### src/rtl/mx_pkg.sv
// Shared encodings for the matrix execute stage: op codes, write-back selects,
// operand widths and FSM state constants.
package mx_pkg;

  typedef enum logic [1:0] {
    MX_TRANS = 2'b00,
    MX_VMUL  = 2'b01,
    MX_SCALE = 2'b10,
    MX_SUM   = 2'b11
  } mx_op_e;

  localparam logic [1:0] WSEL_NONE  = 2'b00;
  localparam logic [1:0] WSEL_REG   = 2'b01;
  localparam logic [1:0] WSEL_SLICE = 2'b10;
  localparam logic [1:0] WSEL_MAT   = 2'b11;

  localparam int ROW_W = 32;
  localparam int MAT_W = 128;

  typedef logic [1:0] mx_state_t;

  localparam mx_state_t ST_IDLE = 2'b00;
  localparam mx_state_t ST_BUSY = 2'b01;
  localparam mx_state_t ST_DONE = 2'b10;

endpackage

### src/rtl/mx_row_dp.sv
// Combinational per-row datapath: element products, the row dot-product byte
// and the row element sum.
module mx_row_dp
  import mx_pkg::*;
(
  input  logic [ROW_W-1:0] row_i,
  input  logic [ROW_W-1:0] b_i,
  input  mx_op_e           op_i,
  output logic [ROW_W-1:0] prod_o,
  output logic [7:0]       dot_o,
  output logic [9:0]       sum_o
);

  // MSCALE multiplies every element by the scalar byte; otherwise element j pairs with B(j).
  always_comb begin
    prod_o = '0;
    dot_o  = '0;
    sum_o  = '0;
    for (int j = 0; j < 4; j++) begin
      prod_o[8*j +: 8] = row_i[8*j +: 8] *
                         ((op_i == MX_SCALE) ? b_i[7:0] : b_i[8*j +: 8]);
      dot_o = dot_o + prod_o[8*j +: 8];
      sum_o = sum_o + {2'b00, row_i[8*j +: 8]};
    end
  end

endmodule

### src/rtl/matrix_exec_unit.sv
// Multi-cycle matrix execute stage: latches one request, walks the four rows
// one per cycle, then holds the write-back bundle until it is accepted.
//
//   state | meaning
//   IDLE  | ready for a new request
//   BUSY  | processing row 0..3, one per cycle
//   DONE  | write-back bundle valid, waiting for out_ready_i
module matrix_exec_unit
  import mx_pkg::*;
#(
  parameter int ROWS   = 4,
  parameter int ELEM_W = 8
) (
  input  logic             clk,
  input  logic             rst,
  input  logic             in_valid_i,
  output logic             in_ready_o,
  input  logic [1:0]       op_i,
  input  logic [MAT_W-1:0] matrix_i,
  input  logic [ROW_W-1:0] operand_b_i,
  input  logic [4:0]       rd_i,
  input  logic             flush_i,
  output logic             out_valid_o,
  input  logic             out_ready_i,
  output logic [1:0]       w_select_o,
  output logic [4:0]       w_regs_addr_o,
  output logic [ROW_W-1:0] w_regs_data_o,
  output logic [MAT_W-1:0] w_matrix_data_o
);

  localparam logic [1:0] LAST_ROW = 2'(ROWS - 1);

  mx_state_t        state;
  logic [1:0]       row;
  mx_op_e           op_q;
  logic [MAT_W-1:0] mat_q;
  logic [ROW_W-1:0] b_q;
  logic [4:0]       rd_q;
  logic [MAT_W-1:0] acc_mat;
  logic [ROW_W-1:0] acc_reg;

  logic [ROW_W-1:0] row_data;
  logic [ROW_W-1:0] row_prod;
  logic [7:0]       row_dot;
  logic [9:0]       row_sum;

  assign row_data = mat_q[{row, 5'b0} +: ROW_W];

  mx_row_dp u_row_dp (
    .row_i  (row_data),
    .b_i    (b_q),
    .op_i   (op_q),
    .prod_o (row_prod),
    .dot_o  (row_dot),
    .sum_o  (row_sum)
  );

  always_ff @(posedge clk or negedge rst) begin
    if (!rst) begin
      state   <= ST_IDLE;
      row     <= '0;
      op_q    <= MX_TRANS;
      mat_q   <= '0;
      b_q     <= '0;
      rd_q    <= '0;
      acc_mat <= '0;
      acc_reg <= '0;
    end else begin
      case (state)
        ST_IDLE: begin
          if (in_valid_i && !flush_i) begin
            op_q    <= mx_op_e'(op_i);
            mat_q   <= matrix_i;
            b_q     <= operand_b_i;
            rd_q    <= rd_i;
            acc_mat <= '0;
            acc_reg <= '0;
            row     <= '0;
            state   <= ST_BUSY;
          end
        end
        ST_BUSY: begin
          if (flush_i) begin
            state <= ST_IDLE;
          end else begin
            case (op_q)
              // Row k of the source becomes column k of the result.
              MX_TRANS: begin
                acc_mat[{2'd0, row, 3'd0} +: ELEM_W] <= row_data[7:0];
                acc_mat[{2'd1, row, 3'd0} +: ELEM_W] <= row_data[15:8];
                acc_mat[{2'd2, row, 3'd0} +: ELEM_W] <= row_data[23:16];
                acc_mat[{2'd3, row, 3'd0} +: ELEM_W] <= row_data[31:24];
              end
              MX_VMUL:  acc_reg[{row, 3'd0} +: ELEM_W] <= row_dot;
              MX_SCALE: acc_mat[{row, 5'd0} +: ROW_W]  <= row_prod;
              MX_SUM:   acc_reg <= acc_reg + {22'd0, row_sum};
            endcase
            row <= row + 2'd1;
            if (row == LAST_ROW) state <= ST_DONE;
          end
        end
        ST_DONE: begin
          if (flush_i || out_ready_i) state <= ST_IDLE;
        end
        default: state <= ST_IDLE;
      endcase
    end
  end

  always_comb begin
    in_ready_o      = (state == ST_IDLE);
    out_valid_o     = (state == ST_DONE);
    w_select_o      = WSEL_NONE;
    w_regs_addr_o   = '0;
    w_regs_data_o   = '0;
    w_matrix_data_o = '0;
    if (state == ST_DONE) begin
      w_regs_addr_o = rd_q;
      if (op_q == MX_TRANS || op_q == MX_SCALE) begin
        w_select_o      = WSEL_MAT;
        w_matrix_data_o = acc_mat;
      end else begin
        w_select_o    = WSEL_REG;
        w_regs_data_o = acc_reg;
      end
    end
  end

endmodule

### config.mk
export PLATFORM = sky130hd
export DESIGN_NAME = matrix_exec_unit
export DESIGN_NICKNAME = d
export VERILOG_FILES = /design/src/rtl/mx_pkg.sv /design/src/rtl/mx_row_dp.sv /design/src/rtl/matrix_exec_unit.sv
export SDC_FILE = /design/constraint.sdc
export NUM_CORES = 1
export LEC_CHECK = 0
export CORE_UTILIZATION = 45
export CTS_CLUSTER_SIZE = 28
export DETAILED_ROUTE_END_ITERATION = 16
export PLACE_DENSITY_LB_ADDON = 0.05
export SYNTH_ARGS = -nofsm -noshare
export SYNTH_HDL_FRONTEND = slang
export SYNTH_HIERARCHICAL = 1
export SYNTH_SLANG_ARGS = --single-unit
### constraint.sdc
create_clock -name clk -period 12.8 [get_ports clk]
set_clock_uncertainty 0.15 [all_clocks]
set_input_delay 2.56 -clock clk [delete_from_list [all_inputs] [get_ports clk]]
set_output_delay 2.56 -clock clk [all_outputs]
set_load 0.03 [all_outputs]
## After elaboration in Yosys (flattened, before gate mapping)

Index checks and enable logic that the tools add are counted.

| storage, ports and cells | value |
|---|---|
| flip-flop bits (word level) | 331 |
| input bits | 172 |
| output and inout bits | 169 |

| operators by class | value |
|---|---|
| add/subtract/negate cells | 14 |
| $mul | 4 |
| equal/unequal tests | 12 |
| shifts and indexed selects | 13 |
| muxes and demuxes | 32 |
| reductions and logical operators | 12 |

Operators by type and width:

| cell | number |
|---|---|
| bitwise mux 128 bit | 5 |
| 2-to-1 mux 128 bit | 4 |
| one-hot mux 128 bit (2 select lines) | 2 |
| variable shift 8 x 9 -> 128 bit, first input constant | 4 |
| indexed part select 8 x 9 -> 128 bit | 4 |
| 2-to-1 mux 32 bit | 4 |
| one-hot mux 32 bit (2 select lines) | 2 |
| variable shift 32 x 9 -> 128 bit, first input constant | 1 |
| indexed part select 128 x 8 -> 32 bit | 1 |
| indexed part select 32 x 9 -> 128 bit | 1 |
| adder 32 x 10 -> 32 bit | 1 |
| bitwise mux 32 bit | 1 |
| multiplier 8 x 8 -> 8 bit | 4 |
| variable shift 8 x 7 -> 32 bit, first input constant | 1 |
| indexed part select 8 x 7 -> 32 bit | 1 |
| negation 7 -> 9 bit | 3 |
| adder 8 bit | 3 |
| 2-to-1 mux 8 bit | 3 |
| adder 10 x 8 -> 10 bit | 2 |
| 2-to-1 mux 2 bit | 8 |
| adder 8 x 8 -> 9 bit | 1 |
| negation 5 -> 9 bit | 1 |
| negation 6 -> 9 bit | 1 |
| equality test 2 bit, second input constant | 4 |
| other kinds (18) | 25 |

## Longest topological paths before layout

| depth | value |
|---|---|
| depth in word-level cells | 11 |
| depth in mapped cells | 30 |
| depth with buffers taken out | 27 |

## Hierarchy

The synthesis kept the hierarchy.

By module, submodules not included:

| module | times used | cells each | area an instance (µm²) | sequential area each (µm²) |
|---|---|---|---|---|
| matrix_exec_unit | 1 | 1664 | 17356.6 | 8282.9 |
| mx_row_dp | 1 | 608 | 5185.0 | 0.0 |

## Worst setup path after synthesis

OpenSTA, ideal clock, no wires.

| timing | value |
|---|---|
| path kind | register to register |
| start | reg row[0] |
| end | reg acc_reg[31] |
| setup time | 0.121 ns |
| arrival | 6.377 ns |
| required time | 12.529 ns |
| path slack | 6.152 ns |
| stages on the path, launching flop included | 26 |
| path buffers | 2 |
| cells stage by stage | dfrtp_1 > buf_4 > buf_4 > mux4_2 > and2_1 > ha_1 > fa_1 > ha_1 > inv_1 > fa_1 > inv_1 > fa_1 > fa_1 > inv_1 > fa_1 > inv_1 > ha_1 > o21ai_0 > o21bai_1 > a21oi_1 > xnor2_1 > xnor3_1 > xnor3_1 > a21oi_1 > a31oi_1 > o22a_1 |

| between the ends | value |
|---|---|
| cells in the longest elaborated chain, start to end | 10 |

Ends and longest elaborated chain:

| item | line | source |
|---|---|---|
| start, declared | matrix_exec_unit.sv:34 | `logic [1:0] row;` |
| start signal, assigned | matrix_exec_unit.sv:98 | `row <= row + 2'd1;` |
| indexed part select 128 x 8 -> 32 bit | matrix_exec_unit.sv:47 | `assign row_data = mat_q[{row, 5'b0} +: ROW_W];` |
| via row_data[9] | matrix_exec_unit.sv:42 | `logic [ROW_W-1:0] row_data;` |
| multiplier 8 x 8 -> 8 bit | mx_row_dp.sv:20 | `prod_o[8*j +: 8] = row_i[8*j +: 8] *` |
| via row_prod[12] | matrix_exec_unit.sv:43 | `logic [ROW_W-1:0] row_prod;` |
| adder 8 bit (3 in a row) | mx_row_dp.sv:22 | `dot_o = dot_o + prod_o[8*j +: 8];` |
| via row_dot[7] | matrix_exec_unit.sv:44 | `logic [7:0] row_dot;` |
| indexed part select 8 x 7 -> 32 bit | matrix_exec_unit.sv:94 | `MX_VMUL: acc_reg[{row, 3'd0} +: ELEM_W] <= row_dot;` |
| bitwise mux 32 bit | matrix_exec_unit.sv:94 |  |
| one-hot mux 32 bit (2 select lines) | matrix_exec_unit.sv:86 | `case (op_q)` |
| 2-to-1 mux 32 bit | matrix_exec_unit.sv:83 | `if (flush_i) begin` |
| one-hot mux 32 bit (2 select lines) | matrix_exec_unit.sv:69 | `case (state)` |
| end signal, assigned by index | matrix_exec_unit.sv:94 |  |
| end signal, assigned | matrix_exec_unit.sv:96 | `MX_SUM: acc_reg <= acc_reg + {22'd0, row_sum};` |
| end, declared | matrix_exec_unit.sv:40 | `logic [ROW_W-1:0] acc_reg;` |

The timed path passes the listed nets, and every way through them passes these cells. The select of a mux whose other input is x is not followed.
A chain may end at the register's enable or synchronous reset.

## Worst setup path in the final report

| timing | value |
|---|---|
| start | reg row[0] |
| end | reg acc_reg[31] |

RTL lines:

| item | line |
|---|---|
| indexed part select 128 x 8 -> 32 bit | matrix_exec_unit.sv:47 |
| via row_data[17] | matrix_exec_unit.sv:42 |
| multiplier 8 x 8 -> 8 bit | mx_row_dp.sv:20 |
| via row_prod[21] | matrix_exec_unit.sv:43 |
| adder 8 bit (2 in a row) | mx_row_dp.sv:22 |
| via row_dot[7] | matrix_exec_unit.sv:44 |
| indexed part select 8 x 7 -> 32 bit | matrix_exec_unit.sv:94 |
| bitwise mux 32 bit | matrix_exec_unit.sv:94 |
| one-hot mux 32 bit (2 select lines) | matrix_exec_unit.sv:86 |
| 2-to-1 mux 32 bit | matrix_exec_unit.sv:83 |
| one-hot mux 32 bit (2 select lines) | matrix_exec_unit.sv:69 |

The timed path passes the listed nets, and every way through them passes these cells. The select of a mux whose other input is x is not followed.

==> summary.md <==
| Metric | Value |
|---|---|
| Drt via density | `5.75` |
| Post-synth EDFFs | `0` |
| Initial antenna violation count | `0` |
| Rows | `81` |
| Gpl congestion | `0.941` |
| Inserted Diodes | `0` |
| Synthesized cell area | `22500 um2` |
| Clock Sinks | `331` |
| Max-Cap Viols | `0` |
| Syn Nets | `2622` |
| Reg-to-Reg End | `acc_reg[31]` |
| Root buf cell | `clkbuf_16` |
| Final Hold Viols | `0` |
| Setup CP Type | `flip-flop to flip-flop` |
| Crit path DAT | `8390 ps` |
| Synth warn | `6` |
| R2R cell count | `25` |
| Reg-to-reg slack, setup | `4760 ps` |
| First-pass GRT wire length | `117000 um` |
| Largest regs | `acc_mat (128), mat_q (128)` |
| CTS buffer count | `38` |
| Fin nets | `2903` |
| DRT Wirelength | `77600 um` |
| Crit end category | `flip-flop` |
| Final min period | `8040 ps` |
| CTS tree | `done` |
| Number of global-route vias before repair | `18800` |
| Clk Latency, worst-skew pair | `560 ps` |
| Overall Global Routing Usage | `0.308` |
| Synth top area cells | `dfrtp_1, mux2_2, fa_1` |
| Worst Hold Class | `flip-flop to flip-flop` |
| DR WL/cell | `23.9 um` |
| Top achievable clock speed | `124 MHz` |
| Die H | `226 um` |
| Layout cell share with drive strength beyond 1 | `0.133` |
| Yosys top cell area share | `0.367` |
| Die area | `51000 um2` |
| Distinct cell type count after synthesis | `83` |
| Mapped Cells | `2272` |
| Gr ovfl total | `0` |
| I/O pin count | `341` |
| Vias | `18700` |
| CP required | `13150 ps` |
| Worst Setup Start Kind | `flip-flop` |
| Crit path from | `row[0]` |
| Antenna Nets Post-Route | `0` |
| Setup violators final | `0` |
| Commonest register cell after synthesis | `dfrtp_1` |
| Setup Fix Bufs, Post-CTS | `0` |
| Slew Limit Fails | `0` |
| Syn avg cell area | `9.92 um2` |
| CTS H-tree depth | `2` |
| Hold Buf Count CTS | `0` |
| Slew margin rel. | `0.227` |
| Setup TNS | `0 ps` |
| Largest net degree at the start of global routing | `177` |
| Reg-to-Reg Start | `row[0]` |
| Clock transition at path regs | `70 ps` |
| Worst-Margin Slew | `1150 ps` |
| Core area | `49200 um2` |
| CTS resizes | `0` |
| Status | `completed` |
| Post-synth top area cell | `dfrtp_1` |
| Final period util | `0.628` |
| PortBufs | `340` |
| RSZ-0062 raised after global routing | `false` |
| Yosys reg bits | `331` |
| Top-count cell post-synth | `dfrtp_1` |
| CP Capture Point | `acc_reg[31]` |
| Die Wd | `226 um` |
| DRT Pass-1 Iters | `8` |
| Worst-path fanout max | `33` |
| Hpwl dp | `58700 um` |
| Area growth from synthesis to layout | `22.7%` |
| Clock buffer depth | `3` |
| Sequential area share after synthesis | `0.367` |
| Top post-synthesis cells by count | `dfrtp_1, a21oi_1, nor2_1` |
| Residual DRC | `0` |
| First-iteration detailed-routing DRC count | `1703` |
| Initial core utilization | `0.459` |
| Async set-reset flop share out of synthesis | `1.00` |
## how the worst min path moves through the flow
| stage | from | to | slack (ps) | depth (start not counted) |
|---|---|---|---|---|
| CTS | acc_mat[41] | acc_mat[41] | 330 | 2 |
| floorplan | acc_mat[0] | acc_mat[0] | 290 | 2 |
| global route | acc_mat[125] | acc_mat[125] | 360 | 2 |
| global placement | acc_mat[122] | acc_mat[122] | 310 | 2 |
| finish | acc_mat[41] | acc_mat[41] | 330 | 2 |
| detailed placement | acc_mat[41] | acc_mat[41] | 320 | 2 |
## stage by stage
stage	hold WS [ps]	cells	cell area, um2	utilization	worst slack [ps]
final	331	3246	27700	0.563	4760
after global routing	364	3246	27700	0.563	4380
after floorplan	292	2272	22500	-	6150
after CTS	331	3246	27700	0.563	4840
after detailed placement	318	3177	26400	0.537	4840
after global placement	310	3177	26400	0.537	4960
## critical path, cell delays in order (launching register included)
cell and delay [ps]:
dfrtp_4 660, buf_4 660, mux4_2 750, inv_1 290, nor2_1 90, ha_1 200
fa_1 440, ha_1 320, fa_1 520, inv_1 60, fa_1 390, xnor2_1 510
fa_1 530, inv_1 90, fa_1 400, inv_1 60, ha_1 240, o21ai_0 110
o21bai_1 90, a21oi_1 180, xnor2_1 140, xnor3_1 240, xnor3_1 370, a21oi_1 110
a31oi_1 160, o22a_1 150
## metal layers
layer | up-vias | wire length [um] | global-route usage
li1 | 8427 | - | -
met1 | 9240 | 33900 | 0.431
met2 | 827 | 34900 | 0.473
met3 | 174 | 5770 | 0.0540
met4 | 0 | 3020 | 0.120
met5 | - | 0 | 0
## cell type report
class	instances	area, um2
clock buffers	56	1120
clock inverters	13	153
fillers	4413	21500
inverters	136	510
multi-input cells	1685	13200
flip-flops and latches	331	8290
well taps	664	831
repair buffers	361	3580
## cell usage in the layout (no fill, tap or decap), types with 9 or more instances in the layout
master,instances
and3_1,42
a21oi_1,222
xnor2_1,60
nand2b_1,23
mux2i_1,13
fa_1,73
a21oi_2,14
buf_4,20
mux2_2,183
mux4_2,32
clkdlybuf4s50_1,339
o22ai_1,16
ha_1,105
nor2b_1,25
inv_1,135
o21ai_0,50
dfrtp_1,329
nand2_1,166
nand3_1,16
a21o_1,28
nor2_1,205
a221oi_1,19
clkbuf_16,39
and2_1,170
a22oi_1,64
clkbuf_1,9
xor2_1,14
## logic make-up after synthesis
| kind of cell | count (synthesis) | share of synthesized area |
|---|---|---|
| and+or+nand+nor | 708 | 0.159 |
| adders and majority gates | 178 | 0.123 |
| AOI/OAI and AO/OA | 486 | 0.134 |
| xor gates and xnor gates | 83 | 0.0379 |
| buffers and inverters | 256 | 0.0485 |
| DFF | 331 | 0.367 |
| muxes | 230 | 0.130 |
Power is left out: the tool's default activity adds up to more than one toggle a clock period on the data nets, which glitch-free logic cannot reach.
